**src/rtl/snake_body_engine.sv**
```systemverilog
`default_nettype none
// ============================================================================
// Module   : snake_body_engine
// Purpose  : Snake segment store, movement, growth and collision logic, plus
//            a registered per-pixel "inside a live segment" flag.
// Revision : 1.0 - initial release
// ============================================================================
module snake_body_engine #(
    parameter int CELL_W   = 10,
    parameter int H_CELLS  = 80,
    parameter int V_CELLS  = 60,
    parameter int MAX_LEN  = 16,
    parameter int INIT_LEN = 3
) (
    input  logic        vga_clk,
    input  logic        sys_rst,
    input  logic        move_tick,
    input  logic        start,
    input  logic [1:0]  dir_in,
    input  logic        dir_valid,
    input  logic [9:0]  box_x,
    input  logic [9:0]  box_y,
    input  logic [10:0] pixel_xpos,
    input  logic [10:0] pixel_ypos,
    output logic        snack_r,
    output logic        eat,
    output logic        game_over,
    output logic [4:0]  length
);

    localparam logic [1:0] c_DIR_RIGHT = 2'd0;
    localparam logic [1:0] c_DIR_LEFT  = 2'd1;
    localparam logic [1:0] c_DIR_UP    = 2'd2;
    localparam logic [1:0] c_DIR_DOWN  = 2'd3;

    typedef enum logic [1:0] {
        S_IDLE = 2'd0,
        S_RUN  = 2'd1,
        S_OVER = 2'd2
    } state_t;

    state_t      r_state;
    logic [6:0]  r_seg_x [MAX_LEN];
    logic [5:0]  r_seg_y [MAX_LEN];
    logic [4:0]  r_len;
    logic [1:0]  r_dir;
    logic [1:0]  r_pend;
    logic        r_snack;
    logic        r_eat;
    logic        r_over;

    logic [1:0]  w_eff_dir;
    logic [7:0]  w_nx;
    logic [6:0]  w_ny;
    logic [9:0]  w_nx_px;
    logic [9:0]  w_ny_px;
    logic        w_wall;
    logic        w_food;
    logic        w_self;
    logic        w_collide;
    logic        w_in_screen;
    logic [MAX_LEN-1:0] w_hit;
    logic [MAX_LEN-1:0] w_pix_hit;

    // A pending reversal is ignored; opposite pairs differ only in bit 0.
    always_comb begin
        w_eff_dir = (r_pend == {r_dir[1], ~r_dir[0]}) ? r_dir : r_pend;
        w_nx      = {1'b0, r_seg_x[0]};
        w_ny      = {1'b0, r_seg_y[0]};
        case (w_eff_dir)
            c_DIR_RIGHT: w_nx = w_nx + 8'd1;
            c_DIR_LEFT:  w_nx = w_nx - 8'd1;
            c_DIR_UP:    w_ny = w_ny - 7'd1;
            c_DIR_DOWN:  w_ny = w_ny + 7'd1;
            default:     w_nx = w_nx;
        endcase
    end

    // The extra top bit turns 0-1 into a negative value rather than a wrap.
    assign w_wall = w_nx[7] | (w_nx >= 8'(H_CELLS)) | w_ny[6] | (w_ny >= 7'(V_CELLS));

    assign w_nx_px = ({3'b000, w_nx[6:0]} << 3) + ({3'b000, w_nx[6:0]} << 1);
    assign w_ny_px = ({4'b0000, w_ny[5:0]} << 3) + ({4'b0000, w_ny[5:0]} << 1);
    assign w_food  = (w_nx_px == box_x) && (w_ny_px == box_y);

    assign w_in_screen = (pixel_xpos < 11'(CELL_W * H_CELLS)) &&
                         (pixel_ypos < 11'(CELL_W * V_CELLS));

    generate
        for (genvar i = 0; i < MAX_LEN; i++) begin : g_seg
            logic [10:0] w_x0;
            logic [10:0] w_y0;
            assign w_x0 = ({4'b0000, r_seg_x[i]} << 3) + ({4'b0000, r_seg_x[i]} << 1);
            assign w_y0 = ({5'b00000, r_seg_y[i]} << 3) + ({5'b00000, r_seg_y[i]} << 1);

            // The tail vacates on a non-eating move, so it only counts when eating.
            assign w_hit[i] = (r_seg_x[i] == w_nx[6:0]) && (r_seg_y[i] == w_ny[5:0]) &&
                              ((int'(r_len) > i + 1) || (w_food && (int'(r_len) > i)));

            assign w_pix_hit[i] = (pixel_xpos >= w_x0) && (pixel_xpos < w_x0 + 11'(CELL_W)) &&
                                  (pixel_ypos >= w_y0) && (pixel_ypos < w_y0 + 11'(CELL_W)) &&
                                  (int'(r_len) > i);
        end
    endgenerate

    assign w_self    = |w_hit;
    assign w_collide = w_wall | w_self;

    always_ff @(posedge vga_clk or posedge sys_rst) begin
        if (sys_rst) begin
            for (int i = 0; i < MAX_LEN; i++) begin
                r_seg_x[i] <= 7'(H_CELLS / 2 - i);
                r_seg_y[i] <= 6'(V_CELLS / 2);
            end
            r_len   <= 5'(INIT_LEN);
            r_dir   <= c_DIR_RIGHT;
            r_pend  <= c_DIR_RIGHT;
            r_state <= S_IDLE;
            r_snack <= 1'b0;
            r_eat   <= 1'b0;
            r_over  <= 1'b0;
        end else begin
            r_snack <= (|w_pix_hit) & w_in_screen;
            r_eat   <= 1'b0;
            if (start) begin
                r_state <= S_RUN;
                r_over  <= 1'b0;
                if (r_state != S_IDLE) begin
                    for (int i = 0; i < MAX_LEN; i++) begin
                        r_seg_x[i] <= 7'(H_CELLS / 2 - i);
                        r_seg_y[i] <= 6'(V_CELLS / 2);
                    end
                    r_len  <= 5'(INIT_LEN);
                    r_dir  <= c_DIR_RIGHT;
                    r_pend <= c_DIR_RIGHT;
                end
            end else if ((r_state == S_RUN) && move_tick) begin
                if (w_collide) begin
                    r_state <= S_OVER;
                    r_over  <= 1'b1;
                end else begin
                    for (int i = MAX_LEN - 1; i > 0; i--) begin
                        r_seg_x[i] <= r_seg_x[i-1];
                        r_seg_y[i] <= r_seg_y[i-1];
                    end
                    r_seg_x[0] <= w_nx[6:0];
                    r_seg_y[0] <= w_ny[5:0];
                    r_dir      <= w_eff_dir;
                    if (w_food) begin
                        r_eat <= 1'b1;
                        if (r_len != 5'(MAX_LEN)) begin
                            r_len <= r_len + 5'd1;
                        end
                    end
                end
            end
            // Placed last so a request made during a restart cycle is kept.
            if (dir_valid) begin
                r_pend <= dir_in;
            end
        end
    end

    assign snack_r   = r_snack;
    assign eat       = r_eat;
    assign game_over = r_over;
    assign length    = r_len;

endmodule
`default_nettype wire

```
**config.mk**
```make
export PLATFORM = sky130hd
export DESIGN_NAME = snake_body_engine
export DESIGN_NICKNAME = d
export VERILOG_FILES = /design/src/rtl/snake_body_engine.sv
export SDC_FILE = /design/constraint.sdc
export NUM_CORES = 2
export LEC_CHECK = 0
export CORE_ASPECT_RATIO = 1.5
export CORE_UTILIZATION = 65
export CTS_CLUSTER_SIZE = 24
export DETAILED_ROUTE_END_ITERATION = 12
export PLACE_DENSITY_LB_ADDON = 0.08
export SLEW_MARGIN = 20
export SYNTH_ARGS = -nofsm -noshare
export SYNTH_HDL_FRONTEND = slang
export SYNTH_SLANG_ARGS = --single-unit
```
**constraint.sdc**
```tcl
create_clock -name vga_clk -period 16.35 [get_ports vga_clk]
set_input_delay 1.635 -clock vga_clk [delete_from_list [all_inputs] [get_ports vga_clk]]
set_output_delay 1.635 -clock vga_clk [all_outputs]
set_load 0.02 [all_outputs]
```
=== After elaboration in Yosys (flattened, before gate mapping) ===
Cells that the tools add are included.

* Divide/modulo/power cells: 0
* Equality and inequality tests: 42
* Reduce and logical (&&, ||, !) cells: 145
* Shifts and indexed selects: 0
* $add $sub $neg: 71
* Bitwise gates (word level): 6
* Mux-type cells: 33
* Magnitude comparators: 85
* Multiply operators: 0

{| class="wikitable"
|+ Operator list
! cell !! count
|-
| $mux W112 || 4
|-
| $mux W96 || 4
|-
| $lt A11 B11 Y1 || 32
|-
| $add A10 B4 Y11 const B || 16
|-
| $add A10 B8 Y11 || 16
|-
| $add A11 B4 Y11 const B || 16
|-
| $ge A11 B10 Y1 || 16
|-
| $ge A11 B11 Y1 || 16
|-
| $add A9 B7 Y10 || 17
|-
| $logic_and A1 B1 Y1 || 115
|-
| $eq A7 B7 Y1 || 16
|-
| $eq A6 B6 Y1 || 16
|-
| $gt A5 B4 Y1 const B || 8
|-
| $reduce_or A16 Y1 || 2
|-
| $mux W5 || 6
|-
| $lt A11 B10 Y1 const B || 2
|-
| $eq A10 B10 Y1 || 2
|-
| $gt A5 B3 Y1 const B || 4
|-
| $mux W2 || 10
|-
| $logic_or A1 B1 Y1 || 16
|-
| $pmux W8 S2 || 1
|-
| $pmux W7 S2 || 1
|-
| $reduce_bool A2 Y1 || 7
|-
| $add A10 B8 Y10 || 1
|-
| 24 further kinds || 38
|}

* Word-level logic and storage cells: 421
* Bits in writable memories: 0
* Input port bits: 49
* Memory bits (read-only): 0
* Output and inout bits: 8
* Register bits after elaboration: 222
* Memories: 0
* Bits in latches: 0

=== Depth between registers and ports, before layout ===
* Word-level depth: 16
* Mapped depth: 32
* Mapped depth without buffers: 22

=== Least setup slack after synthesis ===
OpenSTA, ideal clock, no wires.

* Kind: register -> register
* Start point: register r_pend[1]
* End point: register r_seg_x[16] (netlist bit)
* Required time: 16,230 ps
* Arrival: 6,811 ps
* Buffers on the path: 10
* Period minus slack after synthesis: 6,931 ps
* Cell stages (with the launch flop): 32
* Setup time: 120 ps
* Path slack: 9,419 ps
* Cell sequence: dfrtp_1 buf_2 buf_2 buf_4 buf_2 buf_2 xnor2_1 mux2i_1 nand2b_1 inv_1 fa_1 xnor2_1 a21oi_2 inv_1 buf_2 ha_1 inv_1 fa_1 xnor2_1 o21ai_0 o22a_1 o31a_1 nand4b_1 or4_1 or4_4 a21o_1 buf_2 and3_1 buf_2 buf_6 buf_6 a31o_1

* Longest elaborated chain between the ends: 14
* Elaborated cells on any way between the ends: 118
* Classes of those cells: 2 x add/sub; 2 x order compare; 39 x eq/ne; 3 x mux; 4 x bitwise; 68 x reduce/logical

{| class="wikitable"
|+ Ends and longest elaborated chain
! what !! RTL line !! RTL
|-
| start, declared || 47 || <nowiki>logic [1:0] r_pend;</nowiki>
|-
| start signal, assigned || 117 || <nowiki>r_pend <= c_DIR_RIGHT;</nowiki>
|-
| start signal, assigned || 135 || <nowiki>r_pend <= c_DIR_RIGHT;</nowiki>
|-
| start signal, assigned || 159 || <nowiki>r_pend <= dir_in;</nowiki>
|-
| $eq A2 B2 Y1 || 67 || <nowiki>w_eff_dir = (r_pend == {r_dir[1], ~r_dir[0]}) ? r_dir : r_pend;</nowiki>
|-
| $mux W2 * || 67 ||
|-
| $eq A2 B1 Y1 (tied with other cells) || 70 || <nowiki>case (w_eff_dir)</nowiki>
|-
| $pmux W8 S2 / $pmux W7 S2 (equally long branches) || 70 ||
|-
| $add A10 B8 Y10 / $add A9 B7 Y10 (equally long branches) || 82, 83 ||
|-
| $eq A10 B10 Y1 || 84 || <nowiki>assign w_food = (w_nx_px == box_x) && (w_ny_px == box_y);</nowiki>
|-
| $logic_and A1 B1 Y1 || 84 ||
|-
| $logic_and A1 B1 Y1 || 98 || <nowiki>((int'(r_len) > i + 1) || (w_food && (int'(r_len) > i)));</nowiki>
|-
| $logic_or A1 B1 Y1 || 98 ||
|-
| $logic_and A1 B1 Y1 || 97 || <nowiki>assign w_hit[i] = (r_seg_x[i] == w_nx[6:0]) && (r_seg_y[i] == w_ny[5:0]) &&</nowiki>
|-
| $reduce_or A16 Y1 || 106 || <nowiki>assign w_self = |w_hit;</nowiki>
|-
| $or A1 B1 Y1 * || 107 || <nowiki>assign w_collide = w_wall | w_self;</nowiki>
|-
| $ne A2 B2 Y1 (no line) * || -- ||
|-
| $reduce_and A3 Y1 (no line) * || -- ||
|-
| end signal, assigned by index || 112 || <nowiki>r_seg_x[i] <= 7'(H_CELLS / 2 - i);</nowiki>
|-
| end signal, assigned by index || 130 || <nowiki>r_seg_x[i] <= 7'(H_CELLS / 2 - i);</nowiki>
|-
| end signal, assigned by index || 143 || <nowiki>r_seg_x[i] <= r_seg_x[i-1];</nowiki>
|-
| end, declared || 43 || <nowiki>logic [6:0] r_seg_x [MAX_LEN];</nowiki>
|}

Mark *: on every way between the ends. The rest lies on a longest branch, timed or not.
A chain may end at the register's enable or synchronous reset.

=== Worst setup path after layout ===
* Start point: register r_pend[1]
* End point: register r_seg_x[95] (netlist bit)

The elaborated chain is that of the path after synthesis.

==> flow_metrics.env <==
export IMPL_result_of_the_run="complete, no violations"
export IMPL_ys_top_cells_by_count="sky130_fd_sc_hd__ha_1 (821), sky130_fd_sc_hd__xnor2_1 (380), sky130_fd_sc_hd__a21oi_1 (306)"
export IMPL_critical_path_type="flip-flop to flip-flop"
export IMPL_maxCapViolCount=0
export IMPL_clock_skew_ps=17.34
export IMPL_worstSetupStartpointType="flip-flop"
export IMPL_slowest_delay_ps=810
export IMPL_power_share_sequential_pct=18.8
export IMPL_grt_pass1_vias=35020
export IMPL_area_delta_synth_final_pct=4.563
export IMPL_final_cells=5338
export IMPL_drt_wirelength_per_cell_um=25.54
export IMPL_fin_crit_sh_pct=54.44
export IMPL_synth_edff_count=0
export IMPL_ys_seq_area_share_pct=14.58
export IMPL_setup_violations=0
export IMPL_hold_violations=0
export IMPL_rr_startpoint="r_pend[1]"
export IMPL_grt_max_degree=107
export IMPL_synth_most_common_cell="sky130_fd_sc_hd__ha_1"
export IMPL_detail_route_iter0_violations=3324
export IMPL_synthesis_instances=4600
export IMPL_synth_top_area_share_pct=26.40
export IMPL_share_of_layout_cells_above_drive_strength_1_pct=7.303
export IMPL_min_delay_start="r_dir[0]"
export IMPL_max_slew_margin_pct=15.41
export IMPL_finalWeightedCongestion=1.112
export IMPL_cts_max_path_buffers=3
export IMPL_clock_power_share_pct=14.0
export IMPL_largest_delay_share_family_worst_path="buffers and inverters"
export IMPL_cts_resized_gates=0
export IMPL_clock_sinks=221
export IMPL_floorplan_die_area_mm2=0.06086
export IMPL_async_reset_ff_share_pct=100.0
export IMPL_initial_utilization_pct=65.89
export IMPL_worst_hold_path_num_cells=2
export IMPL_grt_remaining_overflow=0
export IMPL_total_chip_power_w=0.004030
export IMPL_vdd_ir_drop_worst_mv=0.07365
export IMPL_drt_total_wl_um=136400
export IMPL_port_buffer_count=56
export IMPL_dp_cells=5293
export IMPL_switching_share_of_power_pct=50.58
export IMPL_antenna_found_initial=2
export IMPL_netlist_area_mm2=0.03891
export IMPL_worst_path_buf_inv=6
export IMPL_min_to="r_dir[0]"
export IMPL_nNetsFinal=5448
export IMPL_ys_flop_type="sky130_fd_sc_hd__dfstp_2"
export IMPL_detailroute_via_count=36540
export IMPL_fmax_mhz=112.3
export IMPL_worst_hold_margin_ps=546.8
export IMPL_tightestPinTransition_ps=1256
export IMPL_synth_top_cell_by_area="sky130_fd_sc_hd__ha_1"
export IMPL_drc=0
export IMPL_power_share_combinational_pct=67.1
export IMPL_crit_chain="xnor2_1 > mux2i_1 > nand2b_1 > inv_1 > fa_1 > xnor2_1 > a21oi_2 > buf_4 > inv_1 > ha_1 > inv_1 > fa_1 > xnor2_1 > o21ai_0 > o22a_1 > o31a_1 > nand4b_1 > or4_1 > or4_4 > a21o_4 > and3_4 > buf_4 > buf_4 > a31o_1"
export IMPL_first_pass_grt_wire_length_um=206700
export IMPL_rsz_0062_raised_after_global_routing="no"
export IMPL_number_of_hold_buffers_added_after_cts=0
export IMPL_synth_lib_cells_used_distinct=105
export IMPL_dieHeight_um=301.7
export IMPL_slew_violations=0
export IMPL_dp_hpwl_um=102300
export IMPL_io_pins=57
export IMPL_ys_ff_latch=221
export IMPL_htree_num_levels=1
export IMPL_coreArea_mm2=0.05905
export IMPL_grt_total_usage_pct=44.22
export IMPL_synth_top_cells_by_area="sky130_fd_sc_hd__ha_1 (26%), sky130_fd_sc_hd__xnor2_1 (8.6%), sky130_fd_sc_hd__dfstp_2 (7.7%)"
export IMPL_fin_tns_setup_ps=0
export IMPL_detail_route_first_pass_iterations=6
export IMPL_static_leakage_power_nw=18.44
export IMPL_cts_inserted_buffers=24
export IMPL_post_route_worst_setup_slack_ps=7448
export IMPL_worst_r2r_cell_count=24
export IMPL_critPathSlowestCell="sky130_fd_sc_hd__dfrtp_4"
export IMPL_timing_critical_path_fanout_max=80
export IMPL_place_worst_setup_slack_ps=7763
export IMPL_power_density_mw_per_mm2=99.04
export IMPL_timing_rr_end="r_seg_x[95]"
export IMPL_cp_data_required_time_ps=16800
export IMPL_postSynthAreaPerCell_um2=8.459
export IMPL_internal_power_consumption_w=0.001991
export IMPL_timing_reg2reg_setup_slack_ps=7450
export IMPL_number_of_nets_still_failing_antenna_checks_after_routing=0
export IMPL_crit_arrival_ps=9350
export IMPL_clkSlewWorstSetupHoldPaths_ps=70
export IMPL_total_switching_power_w=0.002038
export IMPL_detail_route_vias_per_cell=6.845
export IMPL_die_width_um=201.8
export IMPL_clkLatencyLatePin_ps=580
export IMPL_cts_tree="done"
export IMPL_fin_crit_ps=8902
export IMPL_hold_path_class="flip-flop to flip-flop"
export IMPL_ys_warn_count=0
export IMPL_cp_endpoint_kind="flip-flop"
export IMPL_cts_root_buffer_cell="sky130_fd_sc_hd__clkbuf_16"
export IMPL_fp_row_count=109
export IMPL_post_cts_repair_setup_buffers=0
[power groups by stage]
stage | sequential [W] | combinational (W) | clock (W)
6_report | 0.000758 | 0.00271 | 0.000566
5_1_grt | 0.000759 | 0.00297 | 0.000580
4_1_cts | 0.000751 | 0.00265 | 0.000563
3_5_place_dp | 0.000760 | 0.00263 | 0
3_3_place_gp | 0.000759 | 0.00257 | 0
2_1_floorplan | 0.000686 | 0.00197 | 0
[state kept, by name (all words and copies together) (netlist names)]
| register | flops |
|---|---|
| r_seg_x | 112 |
| r_seg_y | 96 |
| length | 5 |
| r_dir | 2 |
| r_pend | 2 |
| r_state | 2 |
| eat | 1 |
| snack_r | 1 |
[tightest hold or removal path, cell delays in order, from the launching register on]
cell	delay [ps]
sky130_fd_sc_hd__dfrtp_1	380
sky130_fd_sc_hd__nand2_1	60
sky130_fd_sc_hd__o21ai_1	60
[logic make-up (layout without fill, tap and decap cells)]
group | after synthesis | after routing | synth area share [%]
other cells | 1 | 17 | 0.009637
mux | 106 | 106 | 2.952
compound gates | 1320 | 1320 | 22.74
xor+xnor | 569 | 569 | 12.81
buf+inv | 489 | 434 | 5.241
fa+ha+maj | 861 | 861 | 28.36
simple gates | 1033 | 1033 | 13.32
flops | 221 | 221 | 14.58
[cell usage in the layout (no fill, tap or decap), types with 106 or more instances in the layout]
master / n
sky130_fd_sc_hd__ha_1: 821
sky130_fd_sc_hd__xnor2_1: 380
sky130_fd_sc_hd__a21oi_1: 306
sky130_fd_sc_hd__inv_1: 266
sky130_fd_sc_hd__o21ai_0: 257
sky130_fd_sc_hd__nor2_1: 253
sky130_fd_sc_hd__nand2_1: 241
sky130_fd_sc_hd__xor2_1: 189
sky130_fd_sc_hd__a21o_1: 146
sky130_fd_sc_hd__a31oi_1: 119
sky130_fd_sc_hd__dfstp_2: 114
sky130_fd_sc_hd__dfrtp_1: 106
[per-stage QoR]
step                      cell area (um2)  utilization, %
after floorplan                     38970               -
after CTS                           40680           68.89
final                               40690           68.90
after global placement              39910           67.58
after detailed placement            39920           67.60
after global routing                40680           68.89
[worst max-delay path by stage]
stage / from / to / depth (start not counted)
final: r_pend[1] / r_seg_x[95] / 24
after global routing: r_pend[1] / r_seg_x[95] / 24
after CTS: r_pend[1] / r_seg_x[34] / 24
after detailed placement: r_pend[1] / r_seg_x[34] / 24
after global placement: r_pend[1] / r_seg_x[34] / 24
after floorplan: sys_rst / eat / 1
[final cells by class]
cell class,instances,area (um2)
repair buffers,117,925.9
multi-input cells,3905,31310
diodes,1,2.502
flip-flops and latches,221,5677
inverters,273,1035
clock buffers,38,704.4
clock inverters,6,57.56
well taps,777,972.2
fillers,5115,18370
[routing by layer]
metal  GRT usage, %  wire length [um]  part of all wire, %  up-vias
li1               -                 -                    -    16730
met1          54.20             52940                   39    17650
met2          71.63             60960                   45     1657
met3          6.678             11850                  8.7      498
met4          30.16             10590                  7.8        2
met5              0                 8               0.0059        -
Note: power is estimated with default switching activity, not from simulation.
